<file path="config.mk">
export PLATFORM = sky130hd
export DESIGN_NAME = ex_mem_pipe
export DESIGN_NICKNAME = d
export VERILOG_FILES = /design/src/rtl/ex_mem_pipe.sv
export SDC_FILE = /design/constraint.sdc
export NUM_CORES = 1
export LEC_CHECK = 0
export ABC_AREA = 1
export BUFFER_PORTS_ARGS = -buffer_cell sky130_fd_sc_hd__buf_2
export CORE_UTILIZATION = 49
export DETAILED_ROUTE_END_ITERATION = 16
export GPL_TIMING_DRIVEN = 0
export PLACE_DENSITY = 0.83
export SLEW_MARGIN = 0
export SYNTH_ARGS = -nofsm -noshare
export SYNTH_HDL_FRONTEND = slang
export SYNTH_SLANG_ARGS = --single-unit
</file>
<file path="constraint.sdc">
create_clock -name clk -period 2.62 [get_ports clk]
set_input_delay 0.524 -clock clk [delete_from_list [all_inputs] [get_ports clk]]
set_output_delay 0.524 -clock clk [all_outputs]
set_load 0.03 [all_outputs]
</file>
<file path="src/rtl/ex_mem_pipe.sv">
// EX->MEM pipeline register: carries writeback, memory and jump fields into MEM,
// computes EX-stage forwarding hits, and stalls on a memory request/grant handshake.
module ex_mem_pipe #(
  parameter int DATA_W      = 32,
  parameter int ADDR_W      = 32,
  parameter int REG_AW      = 5,
  parameter int NUM_RPORTS  = 2,
  parameter int HOLD_LEVEL  = 3,
  parameter int MEM_TIMEOUT = 16
) (
  input  logic                         clk,
  input  logic                         rst,
  input  logic [2:0]                   hold_flag_i,
  input  logic                         flush_i,
  input  logic                         ex_valid_i,
  input  logic [DATA_W-1:0]            reg_wdata_i,
  input  logic                         reg_we_i,
  input  logic [REG_AW-1:0]            reg_waddr_i,
  input  logic                         mem_req_i,
  input  logic                         mem_we_i,
  input  logic [ADDR_W-1:0]            mem_addr_i,
  input  logic [DATA_W-1:0]            mem_wdata_i,
  input  logic                         jump_flag_i,
  input  logic [ADDR_W-1:0]            jump_addr_i,
  input  logic [NUM_RPORTS*REG_AW-1:0] id_raddr_i,
  input  logic                         mem_gnt_i,
  output logic [NUM_RPORTS-1:0]        fwd_hit_o,
  output logic                         valid_o,
  output logic [DATA_W-1:0]            reg_wdata_o,
  output logic                         reg_we_o,
  output logic [REG_AW-1:0]            reg_waddr_o,
  output logic                         mem_req_o,
  output logic                         mem_we_o,
  output logic [ADDR_W-1:0]            mem_addr_o,
  output logic [DATA_W-1:0]            mem_wdata_o,
  output logic                         jump_flag_o,
  output logic [ADDR_W-1:0]            jump_addr_o,
  output logic                         stall_req_o,
  output logic                         mem_err_o
);

  localparam int CNT_W = $clog2(MEM_TIMEOUT) + 1;

  typedef enum logic [0:0] {
    ST_IDLE     = 1'b0,
    ST_WAIT_GNT = 1'b1
  } state_e;

  typedef struct packed {
    logic              valid;
    logic [DATA_W-1:0] reg_wdata;
    logic              reg_we;
    logic [REG_AW-1:0] reg_waddr;
    logic              mem_req;
    logic              mem_we;
    logic [ADDR_W-1:0] mem_addr;
    logic [DATA_W-1:0] mem_wdata;
    logic              jump_flag;
    logic [ADDR_W-1:0] jump_addr;
  } stage_t;

  state_e           state_q, state_d;
  logic [CNT_W-1:0] cnt_q, cnt_d;
  stage_t           stage_q, stage_d;
  logic             mem_err_q, mem_err_d;

  logic hold_en_s;
  logic advance_s;
  logic timeout_s;
  stage_t ex_stage_s;

  assign hold_en_s = (hold_flag_i >= 3'(HOLD_LEVEL));
  assign advance_s = ~hold_en_s & ((state_q == ST_IDLE) | mem_gnt_i);
  assign timeout_s = (state_q == ST_WAIT_GNT) & ~mem_gnt_i
                   & (cnt_q == CNT_W'(MEM_TIMEOUT - 1));

  assign ex_stage_s = '{
    valid:     1'b1,
    reg_wdata: reg_wdata_i,
    reg_we:    reg_we_i,
    reg_waddr: reg_waddr_i,
    mem_req:   mem_req_i,
    mem_we:    mem_we_i,
    mem_addr:  mem_addr_i,
    mem_wdata: mem_wdata_i,
    jump_flag: jump_flag_i,
    jump_addr: jump_addr_i
  };

  // State register: stage payload, handshake FSM, timeout counter, error pulse
  always_ff @(posedge clk) begin
    if (rst) begin
      state_q   <= ST_IDLE;
      cnt_q     <= '0;
      stage_q   <= '0;
      mem_err_q <= 1'b0;
    end else begin
      state_q   <= state_d;
      cnt_q     <= cnt_d;
      stage_q   <= stage_d;
      mem_err_q <= mem_err_d;
    end
  end

  // Next-state logic, priority flush > timeout > advance > hold
  always_comb begin
    state_d   = state_q;
    cnt_d     = cnt_q;
    stage_d   = stage_q;
    mem_err_d = 1'b0;
    if (flush_i) begin
      stage_d = '0;
      state_d = ST_IDLE;
      cnt_d   = '0;
    end else if (timeout_s) begin
      stage_d   = '0;
      state_d   = ST_IDLE;
      cnt_d     = '0;
      mem_err_d = 1'b1;
    end else if (advance_s) begin
      cnt_d = '0;
      if (ex_valid_i) begin
        stage_d = ex_stage_s;
        state_d = mem_req_i ? ST_WAIT_GNT : ST_IDLE;
      end else begin
        stage_d = '0;
        state_d = ST_IDLE;
      end
    end else if ((state_q == ST_WAIT_GNT) && mem_gnt_i) begin
      // granted while held: the access is done, the rest of the stage stays put
      stage_d.mem_req = 1'b0;
      state_d         = ST_IDLE;
      cnt_d           = '0;
    end else if (state_q == ST_WAIT_GNT) begin
      cnt_d = cnt_q + CNT_W'(1);
    end else begin
      state_d = state_q;
    end
  end

  // Combinational outputs: forwarding compare and stall request
  always_comb begin
    fwd_hit_o = '0;
    for (int k = 0; k < NUM_RPORTS; k++) begin
      fwd_hit_o[k] = ex_valid_i & reg_we_i & (reg_waddr_i != '0)
                   & (reg_waddr_i == id_raddr_i[k*REG_AW +: REG_AW]);
    end
    stall_req_o = (state_q == ST_WAIT_GNT) & ~mem_gnt_i;
  end

  assign valid_o     = stage_q.valid;
  assign reg_wdata_o = stage_q.reg_wdata;
  assign reg_we_o    = stage_q.reg_we;
  assign reg_waddr_o = stage_q.reg_waddr;
  assign mem_req_o   = stage_q.mem_req;
  assign mem_we_o    = stage_q.mem_we;
  assign mem_addr_o  = stage_q.mem_addr;
  assign mem_wdata_o = stage_q.mem_wdata;
  assign jump_flag_o = stage_q.jump_flag;
  assign jump_addr_o = stage_q.jump_addr;
  assign mem_err_o   = mem_err_q;

endmodule

</file>
==> out/metrics.cfg <==
[sta]
finalClockSkew_ps = 8.80
setup_viol = 0
slew_viol_final = 0
hold_viol_final = 0
final.setup.worst_slack_ps = 710
worst_pin_slew_ps = 292
max-slew-margin-rel = 0.805
period_needed_ps = 1910
min_period_over_period = 0.729
grt_setup_unrepaired = no
max_freq_ghz = 0.523
tns_ps = 0

[clocking]
root_buffer = clkbuf_16
htreeDepth = 4
clkTransAtPathRegs_ps = 60
worstSkewPairLatency_ps = 410
cts_buffer_depth = 2
cts_resized = 0
hold_buffers = 0
post_cts_buffers = 0
cts_inserted_buffers = 17
cts_tree = yes
cts.sinks = 144

[synth]
synth.avg_cell_area_um2 = 6.56
netlist_area_um2 = 6490
syn_nets = 1146
ys_ff_latch = 144
yosysTopAreaCellShare = 0.444
synthTopCellsByArea = dfxtp_1 (44%), nand2_1 (26%), a21oi_1 (11%)
synth_seq_area_share = 0.444
yosys_warnings = 0
yosysTopAreaCell = dfxtp_1
synthDistinctLibCells = 19
syn_inst = 989

[route]
wl_per_cell_um = 12.4
vias_per_cell = 4.62
drt_iter0_drc = 357
antenna_left = 0
dr.pass1.iters = 5
wirelength_um = 18400
remaining_drc_errors = 0
vias = 6875

[final_layout]
diodes = 0
layout.cells.non_filler = 1487
syn_to_final_growth_pct = 35.5
layout_common_cells = nand2_1 (455), buf_2 (333), inv_1 (163)
layout_commonest_cell = nand2_1
layout-drive-gt1-share = 0.297
nNetsFinal = 1460
fillers = 1149

[worst_setup_path]
worstPathArrival_ps = 2210
slowest_delay_ps = 380
worstSetupPathType = reg2reg
cp-end-kind = flop
cp_slowest_cell = dfxtp_1
critPathRequiredTime_ps = 2920
cp_max_fo = 10
worstSetupPathDepth = 9
path_cells = ha_1 -> nand2_1 -> nor2_1 -> ha_1 -> inv_1 -> o21ai_2 -> buf_2 -> buf_2 -> a21oi_1
setup.worst_path.start_class = flop
reg2regPathDepth = 9
cp_top_family = buffers and inverters
cp_num_buf_inv = 3

[power]
power_density_nw_per_um2 = 613
peakVddDrop_v = 0.000421
power_leakage_nw = 5.06

[global_route]
grt_max_degree = 17
grt_pass1_vias = 6094
grt_usage = 0.261
grt-ovfl-total = 0
grt_pass1_wl_um = 27700
grt_antenna_before_repair = 1

[placed_design]
dp.cells = 1456
place.gp.congestion = 0.810
hpwl_um = 13600
numPortBuffers = 295
pre_cts_slack_ps = 715

[floorplan]
core_um2 = 12800
die_w_um = 117
die_y_um = 117
die_area_um2 = 13700
rows = 41
ios = 297
start_util = 0.508

[worst_hold_path]
min_delay_path_depth = 2
hold_class = in2reg

[run_status]
status = finished, final reports clean

[job]
max-cap-violations = 0

[cell usage after synthesis (all sizes together)]
master / instances
xnor2: 2
a21oi: 138
buf: 61
nor2: 11
o21ai: 3
nor4: 1
nand3: 4
xor2: 1
dfxtp: 144
nor3: 2
inv: 164
ha: 2
nand2: 456
[power by group]
| part | total, mW | switching (mW) | internal (mW) | leakage [nW] |
|---|---|---|---|---|
| Clock | 2.49 | 0.898 | 1.59 | 0.294 |
| Sequential | 2.25 | 0.0190 | 2.23 | 1.16 |
| Combinational | 0.655 | 0.408 | 0.247 | 3.60 |
[registers in the layout, summed over array words and instances (netlist names)]
signal       count
jump_addr_o     32
mem_we_o         1
state_q          1
reg_we_o         1
mem_err_o        1
cnt_q            5
reg_waddr_o      5
reg_wdata_o     32
mem_wdata_o     32
mem_addr_o      32
valid_o          1
jump_flag_o      1
[metal layers]
layer	track usage	part of all wire
met1	0.288	0.41
met2	0.467	0.49
met3	0.0778	0.075
met4	0.111	0.026
met5	0	0.00071
[cell families (layout without fill, tap and decap cells)]
family / count (synthesis) / after routing / share of synthesized area
fa+ha+maj: 2 / 2 / 0.00385
simple gates: 474 / 474 / 0.280
xor+xnor: 3 / 3 / 0.00405
flops: 144 / 144 / 0.444
buf+inv: 225 / 551 / 0.159
compound gates: 141 / 141 / 0.109
[layout make-up]
class / count / area, µm² / area share
buffer: 61 / 415 / 0.0472
clock inverter: 9 / 131 / 0.0149
multi-input combinational: 620 / 2580 / 0.293
tap: 172 / 215 / 0.0245
inverter: 164 / 616 / 0.0700
clock buffer: 22 / 484 / 0.0550
timing repair buffer: 295 / 1480 / 0.168
sequential: 144 / 2880 / 0.328
[worst paths after layout]
check	start	end	slack [ps]
worst min-delay path	flush_i	mem_err_o$_SDFF_PP0_	290
worst min register to register	mem_addr_o[27]$_SDFFE_PP0P_	mem_addr_o[27]$_SDFFE_PP0P_	460
worst max-delay path	cnt_q[0]$_SDFFE_PP0P_	mem_wdata_o[7]$_SDFFE_PP0P_	710
worst max register to register	cnt_q[0]$_SDFFE_PP0P_	mem_wdata_o[7]$_SDFFE_PP0P_	710
[through the flow]
| step | utilization | total power [mW] | instance area [µm²] | hold slack [ps] |
|---|---|---|---|---|
| final | 0.689 | 5.39 | 8800 | 291 |
| after global routing | 0.689 | 5.60 | 8800 | 282 |
| after CTS | 0.689 | 5.42 | 8800 | 273 |
| after detailed placement | 0.641 | 2.95 | 8180 | 450 |
| after global placement | 0.641 | 2.94 | 8180 | 447 |
| after floorplan | - | 2.70 | 6490 | 484 |
Note: power is estimated with default switching activity, not from simulation.
